==> config.mk <==
export PLATFORM = sky130hd
export DESIGN_NAME = fetch_sequencer_flat
export DESIGN_NICKNAME = d
export VERILOG_FILES = /design/src/rtl/fetch_sequencer_if.sv /design/src/rtl/fetch_sequencer.sv /design/src/flat_wrapper.sv
export SDC_FILE = /design/constraint.sdc
export NUM_CORES = 1
export LEC_CHECK = 0
export CAP_MARGIN = 20
export CORE_ASPECT_RATIO = 1.4
export CORE_MARGIN = 2
export CORE_UTILIZATION = 30
export CTS_CLUSTER_DIAMETER = 60
export DETAILED_ROUTE_END_ITERATION = 16
export GPL_TIMING_DRIVEN = 0
export PLACE_DENSITY_LB_ADDON = 0.25
export SLEW_MARGIN = 20
export SYNTH_ARGS = -nofsm -noshare
export SYNTH_HDL_FRONTEND = slang
export SYNTH_SLANG_ARGS = --single-unit
==> constraint.sdc <==
create_clock -name clk -period 2.2 [get_ports clk]
set_input_delay 0.44 -clock clk [delete_from_list [all_inputs] [get_ports clk]]
set_output_delay 0.44 -clock clk [all_outputs]
set_load 0.01 [all_outputs]
==> src/rtl/fetch_sequencer_if.sv <==
// Fetch-side bundle between the PC sequencer and decode/control.
// The master side is the sequencer; the slave side is decode/imem.
interface fetch_if #(
    parameter int unsigned PC_W  = 10,
    parameter int unsigned CNT_W = 16
);
    logic             start;
    logic             stall;
    logic             branch_taken;
    logic [PC_W-1:0]  branch_target;
    logic             halt;
    logic [PC_W-1:0]  pc;
    logic             fetch_valid;
    logic             done;
    logic             pc_wrap;
    logic [CNT_W-1:0] retired;

    modport master (
        input  start, stall, branch_taken, branch_target, halt,
        output pc, fetch_valid, done, pc_wrap, retired
    );

    modport slave (
        output start, stall, branch_taken, branch_target, halt,
        input  pc, fetch_valid, done, pc_wrap, retired
    );
endinterface

==> src/rtl/fetch_sequencer.sv <==
// Program counter and fetch sequencer with a saturating retire count.
// Three-state FSM: IDLE -> RUN -> HALTED, restartable with start.
module fetch_sequencer #(
    parameter int unsigned PC_W       = 10,
    parameter int unsigned START_ADDR = 0,
    parameter int unsigned CNT_W      = 16
) (
    input logic clk,
    input logic reset,
    fetch_if.master bus
);
    typedef enum logic [1:0] {
        IDLE,
        RUN,
        HALTED
    } state_t;

    state_t           state_q, state_d;
    logic [PC_W-1:0]  pc_q, pc_d;
    logic [CNT_W-1:0] ret_q, ret_d;
    logic             wrap_q, wrap_d;
    logic [CNT_W-1:0] ret_inc;

    assign ret_inc = (ret_q == '1) ? ret_q : ret_q + 1'b1;

    always_ff @(posedge clk or negedge reset) begin
        if (!reset) begin
            state_q <= IDLE;
            pc_q    <= '0;
            ret_q   <= '0;
            wrap_q  <= 1'b0;
        end else begin
            state_q <= state_d;
            pc_q    <= pc_d;
            ret_q   <= ret_d;
            wrap_q  <= wrap_d;
        end
    end

    always_comb begin
        state_d = state_q;
        pc_d    = pc_q;
        ret_d   = ret_q;
        wrap_d  = wrap_q;
        unique case (state_q)
            IDLE, HALTED: begin
                if (bus.start) begin
                    state_d = RUN;
                    pc_d    = PC_W'(START_ADDR);
                    ret_d   = '0;
                    wrap_d  = 1'b0;
                end
            end
            RUN: begin
                // stall > halt > branch > sequential
                if (bus.stall) begin
                    state_d = RUN;
                end else if (bus.halt) begin
                    state_d = HALTED;
                    ret_d   = ret_inc;
                end else if (bus.branch_taken) begin
                    pc_d  = bus.branch_target;
                    ret_d = ret_inc;
                end else begin
                    pc_d  = pc_q + 1'b1;
                    ret_d = ret_inc;
                    if (pc_q == '1) begin
                        wrap_d = 1'b1;
                    end
                end
            end
            default: begin
                state_d = IDLE;
            end
        endcase
    end

    assign bus.pc          = pc_q;
    assign bus.fetch_valid = (state_q == RUN);
    assign bus.done        = (state_q == HALTED);
    assign bus.pc_wrap     = wrap_q;
    assign bus.retired     = ret_q;
endmodule

==> src/flat_wrapper.sv <==
// flat-port wrapper written by rule: the top's interface ports become plain ports
module fetch_sequencer_flat 
#(
    parameter int unsigned PC_W       = 10,
    parameter int unsigned START_ADDR = 0,
    parameter int unsigned CNT_W      = 16
)
  (clk, reset, bus_start, bus_stall, bus_branch_taken, bus_branch_target, bus_halt, bus_pc, bus_fetch_valid, bus_done, bus_pc_wrap, bus_retired);
  fetch_if #(.PC_W(PC_W), .CNT_W(CNT_W)) bus_i ();
  input logic clk;
  input logic reset;
  input wire logic [$bits(bus_i.start)-1:0] bus_start;
  input wire logic [$bits(bus_i.stall)-1:0] bus_stall;
  input wire logic [$bits(bus_i.branch_taken)-1:0] bus_branch_taken;
  input wire logic [$bits(bus_i.branch_target)-1:0] bus_branch_target;
  input wire logic [$bits(bus_i.halt)-1:0] bus_halt;
  output wire logic [$bits(bus_i.pc)-1:0] bus_pc;
  output wire logic [$bits(bus_i.fetch_valid)-1:0] bus_fetch_valid;
  output wire logic [$bits(bus_i.done)-1:0] bus_done;
  output wire logic [$bits(bus_i.pc_wrap)-1:0] bus_pc_wrap;
  output wire logic [$bits(bus_i.retired)-1:0] bus_retired;
  assign bus_i.start = bus_start;
  assign bus_i.stall = bus_stall;
  assign bus_i.branch_taken = bus_branch_taken;
  assign bus_i.branch_target = bus_branch_target;
  assign bus_i.halt = bus_halt;
  assign bus_pc = bus_i.pc;
  assign bus_fetch_valid = bus_i.fetch_valid;
  assign bus_done = bus_i.done;
  assign bus_pc_wrap = bus_i.pc_wrap;
  assign bus_retired = bus_i.retired;
  fetch_sequencer #(.PC_W(PC_W), .START_ADDR(START_ADDR), .CNT_W(CNT_W)) u_core (.clk(clk), .reset(reset), .bus(bus_i));
endmodule
[After elaboration in Yosys (flattened, before gate mapping)]
Index checks and enable logic that the tools add are counted.
Word-level totals
  output and inout port bits: 29
  flip-flop bits (word level): 29
Cells by class
  eq/ne operators: 11
  add/subtract/negate cells: 2
  mux-type cells: 19
  reductions and logical operators: 7
Operator list (count)
  $mux 16: 3
  $mux 10: 4
  $pmux 16 s2: 1
  $pmux 10 s2: 1
  $add 16x1->16 const B: 1
  $eq 16x16->1 const B: 1
  $add 10x1->10 const B: 1
  $eq 10x10->1 const B: 1
  $ne 2x2->1 const B: 5
  $reduce_and 4->1: 2
  $mux 2: 3
  $reduce_and 6->1: 1
  $mux 1: 5
  $pmux 2 s2: 1
  $ne 3x3->1 const B: 1
  $eq 2x1->1 const B: 1
  $eq 2x2->1 const B: 1
  $logic_not 2->1: 1
  $ne 2x1->1 const B: 1
  $pmux 1 s2: 1
  $reduce_and 2->1: 1
  $reduce_bool 2->1: 1
  $reduce_or 2->1: 1

[Depth between registers and ports, before layout]
  depth in word-level cells: 6
  depth in mapped cells: 6
  gate-level depth less buffers: 5

[Least setup slack after synthesis]
No wires, ideal clock.
  path kind: register to register
  from: register u_core.ret_q[5] (netlist: u_core.bus.retired[5])
  to: register u_core.ret_q[15] (netlist: u_core.bus.retired[15])
  stages on the path, launching flop included: 5
  setup time: 0.079 ns
  data arrival time: 1.767 ns
  period minus slack after synthesis: 1.846 ns
  path slack: 0.354 ns
  cells stage by stage: dfrtp_1 nand4_4 or4_4 a2111oi_4 mux2i_1
On the way
  word-level cells in the longest chain between the ends: 4
  elaborated cells between the ends (all ways): 7
  those cells by class: add/sub: 1; eq/ne: 2; mux: 3; reduce/logical: 1
RTL lines
  start, declared: RTL line fetch_sequencer.sv:20  | logic [CNT_W-1:0] ret_q, ret_d;
  start signal, assigned: RTL line fetch_sequencer.sv:35  | ret_q <= ret_d;
  $add 16x1->16: RTL line fetch_sequencer.sv:24  | assign ret_inc = (ret_q == '1) ? ret_q : ret_q + 1'b1;
  $mux 16: RTL line fetch_sequencer.sv:24
  $mux 16: RTL line fetch_sequencer.sv:56  | if (bus.stall) begin
  $pmux 16 s2: RTL line fetch_sequencer.sv:45  | unique case (state_q)
Parallel ways exist; a longest one is shown, timed or not. The select of a mux whose other input is x is not followed.
A chain may end at the register's enable or synchronous reset.

[Worst setup path in the final report]
  from: input port bus_stall
  to: register u_core.ret_q[9] (netlist: u_core.bus.retired[9])
On the way
  word-level cells in the longest chain between the ends: 2
RTL lines
  start, declared: RTL line flat_wrapper.sv:13  | input wire logic [$bits(bus_i.stall)-1:0] bus_stall;
  $ne 2x2->1 (no source line)
  $reduce_and 4->1 (no source line)
No other way between the ends.

==> impl_metrics.json <==
{
  "grt.met3_usage_pct": 4.228,
  "num-nets-final": 263,
  "syn-cell-area_mm2": 0.001798,
  "numPortBuffers": 44,
  "initial_core_util_pct": 30.88,
  "drc": 0,
  "required_ns": 2.42,
  "rsz0062_at_grt": "false",
  "synth_area_leaders": "dfrtp_1 40%, nand2_1 4.0%, a211oi_1 3.3%",
  "antenna_found_initial": 0,
  "placementRows": 33,
  "drt_wl_total_um": 5045,
  "first_iter_violations": 93,
  "hold_class": "primary input to asynchronous set/reset pin",
  "die_width_um": 69.43,
  "final_common_cell": "clkdlybuf4s50_1",
  "p_total_w": 0.002077,
  "gr-total-overflow": 0,
  "syn_nets": 212,
  "htreeDepth": 2,
  "final-max-slew-violation-count": 0,
  "hpwl_um": 3689,
  "drive_gt1_share_pct": 10.57,
  "critPathKind": "primary input to register",
  "grt_pass1_wl_um": 8542,
  "grt_usage_pct": 16.36,
  "wl_per_cell_um": 15.97,
  "cts_buffer_depth": 2,
  "p_leak_nw": 0.9593,
  "fin_crit_ns": 2.098,
  "async_flop_share_pct": 100.0,
  "p_per_area_mw_per_mm2": 851.8,
  "pin_count": 45,
  "numClockSinks": 29,
  "max-vdd-ir-drop_mv": 0.3851,
  "setup_viol": 0,
  "grt_max_degree": 30,
  "antenna_cells": 0,
  "grt_util_met1_pct": 18.30,
  "regArea_um2": 725.7,
  "vias_per_cell": 5.617,
  "cts.clk_slew.worst_paths_ns": 0.06,
  "grtUsageMet2_pct": 28.93,
  "cts_tree": "built",
  "syn_avg_cell_area_um2": 9.268,
  "yosysWarningCount": 0,
  "worst_setup_path_start_kind": "primary input",
  "cts_root_buf": "clkbuf_8",
  "setup-tns-final_ns": 0,
  "ant_nets": 0,
  "die_h_um": 95.60,
  "mostFrequentLayoutCells": "43 x clkdlybuf4s50_1, 29 x dfrtp_1, 19 x nand2_1",
  "drt_pass1_iterations": 4,
  "endpoint_kind": "register",
  "relSlewSlack_pct": 52.94,
  "ys_seq_area_share_pct": 40.36,
  "yosys.area.top_type_share_pct": 40.36,
  "cts_made_buffers": 5,
  "fin_skew_ns": 0.008439,
  "grt.busiest_layer": "met2",
  "cap_violations": 0,
  "area_delta_synth_final_pct": 35.63,
  "yosys.area.top_type": "dfrtp_1",
  "insertion_delay_ns": 0.28,
  "multi_input_area_mm2": 0.001002,
  "synth_cell_type_count": 50,
  "die_area_mm2": 0.006638,
  "layout_setup_ws_ns": 0.1021,
  "grt_pass1_vias": 1757,
  "synth_top_flop_cell": "dfrtp_1",
  "netlist_instances": 194,
  "gp_congestion": 0.7960,
  "synth_edf_count": 0,
  "coreArea_mm2": 0.005822,
  "cts_hold_buf": 0,
  "vias": 1775,
  "nFillCells": 599,
  "dp_slack_ns": -0.1656,
  "hold_viol": 0,
  "crit_fanout": 10,
  "outcome": "completed",
  "crit_arrival_ns": 2.31,
  "tightest_slew_ns": 0.6961,
  "post-route-period-util_pct": 95.36,
  "max_freq_ghz": 0.4767,
  "synth-seq-cells": 29
}
[cell usage after synthesis (5+ instances only)]
library cell and n:
dfrtp_1 29, a211oi_1 8, mux2i_1 5, nand2_1 19, nand3_1 9, inv_1 8
a21oi_1 9, nor2_1 11, o2bb2ai_1 5, o21ai_0 9, nor3_1 7, clkbuf_1 5
[report_power, final]
| group | switching (W) | total [W] | internal, W |
|---|---|---|---|
| combinational | 0.000417 | 0.000804 | 0.000387 |
| sequential | 0.000152 | 0.000783 | 0.000631 |
| clock | 0.000207 | 0.000489 | 0.000282 |
| total | 0.000776 | 0.00208 | 0.00130 |
[through the flow]
step	area [µm²]	hold WS [ns]	instances	utilization (%)
after floorplan	1798	0.1444	194	-
after global placement	2326	0.5042	308	39.95
after detailed placement	2321	0.5195	308	39.87
after CTS	2421	0.2207	315	41.59
after global routing	2439	0.2468	316	41.89
final	2439	0.1936	316	41.89
[logic make-up (layout without fill, tap and decap cells)]
logic type | after synthesis | after routing | synth area share (%)
AOI/OAI and AO/OA | 66 | 66 | 27.28
DFF | 29 | 29 | 40.36
buffers and inverters | 17 | 69 | 4.315
muxes | 5 | 5 | 2.784
adders and majority gates | 2 | 2 | 1.392
and+or+nand+nor | 75 | 75 | 23.87
[registers in the layout, indices dropped and copies added, names as in the netlist]
signal / flops
u_core.bus.pc: 10
u_core.bus.pc_wrap: 1
u_core.bus.retired: 16
u_core.state_q: 2
[layout make-up]
| cell class | instances | area share (%) |
|---|---|---|
| Tap cell | 70 | 3.592 |
| Timing Repair Buffer | 45 | 18.16 |
| Inverter | 8 | 1.334 |
| Buffer | 8 | 1.898 |
| Multi-Input combinational cell | 148 | 41.10 |
| Clock buffer | 7 | 3.951 |
| Clock inverter | 1 | 0.2052 |
| Sequential cell | 29 | 29.76 |
[routing by layer]
layer  part of all wire, %  up-vias
met4                   2.7        0
met1                    41      850
met5                     0        -
met3                   6.6       13
met2                    50       69
li1                      -      843
[critical path, cell delays in order]
cell and delay [ns]:
clkdlybuf4s50_1 0.48, or3b_2 0.53, clkbuf_1 0.25, a2111oi_0 0.41
o22a_1 0.19
[what timing repair did]
item / in CTS / in global routing
resized for setup: 2 / 4
pin swaps: 0 / 1
endpoints found under the setup margin: 1 / 7
buffers inserted: 0 / 1
[path summary, 6_finish.rpt]
check	startpoint	end	slack (ns)	cells after the start
max in group asynchronous	reset	u_core.bus.pc[1]$_DFFE_PN0P_	1.57	1
hold reg to reg	u_core.bus.pc_wrap$_DFFE_PN0P_	u_core.bus.pc_wrap$_DFFE_PN0P_	0.53	2
min in group clk	u_core.bus.pc_wrap$_DFFE_PN0P_	u_core.bus.pc_wrap$_DFFE_PN0P_	0.53	2
setup / recovery	bus_stall	u_core.bus.retired[9]$_DFFE_PN0P_	0.10	5
hold / removal	reset	u_core.bus.pc[7]$_DFFE_PN0P_	0.19	1
setup reg to reg	u_core.bus.retired[0]$_DFFE_PN0P_	u_core.bus.retired[14]$_DFFE_PN0P_	0.23	6
No activity file was read; power rests on OpenSTA's default activity.
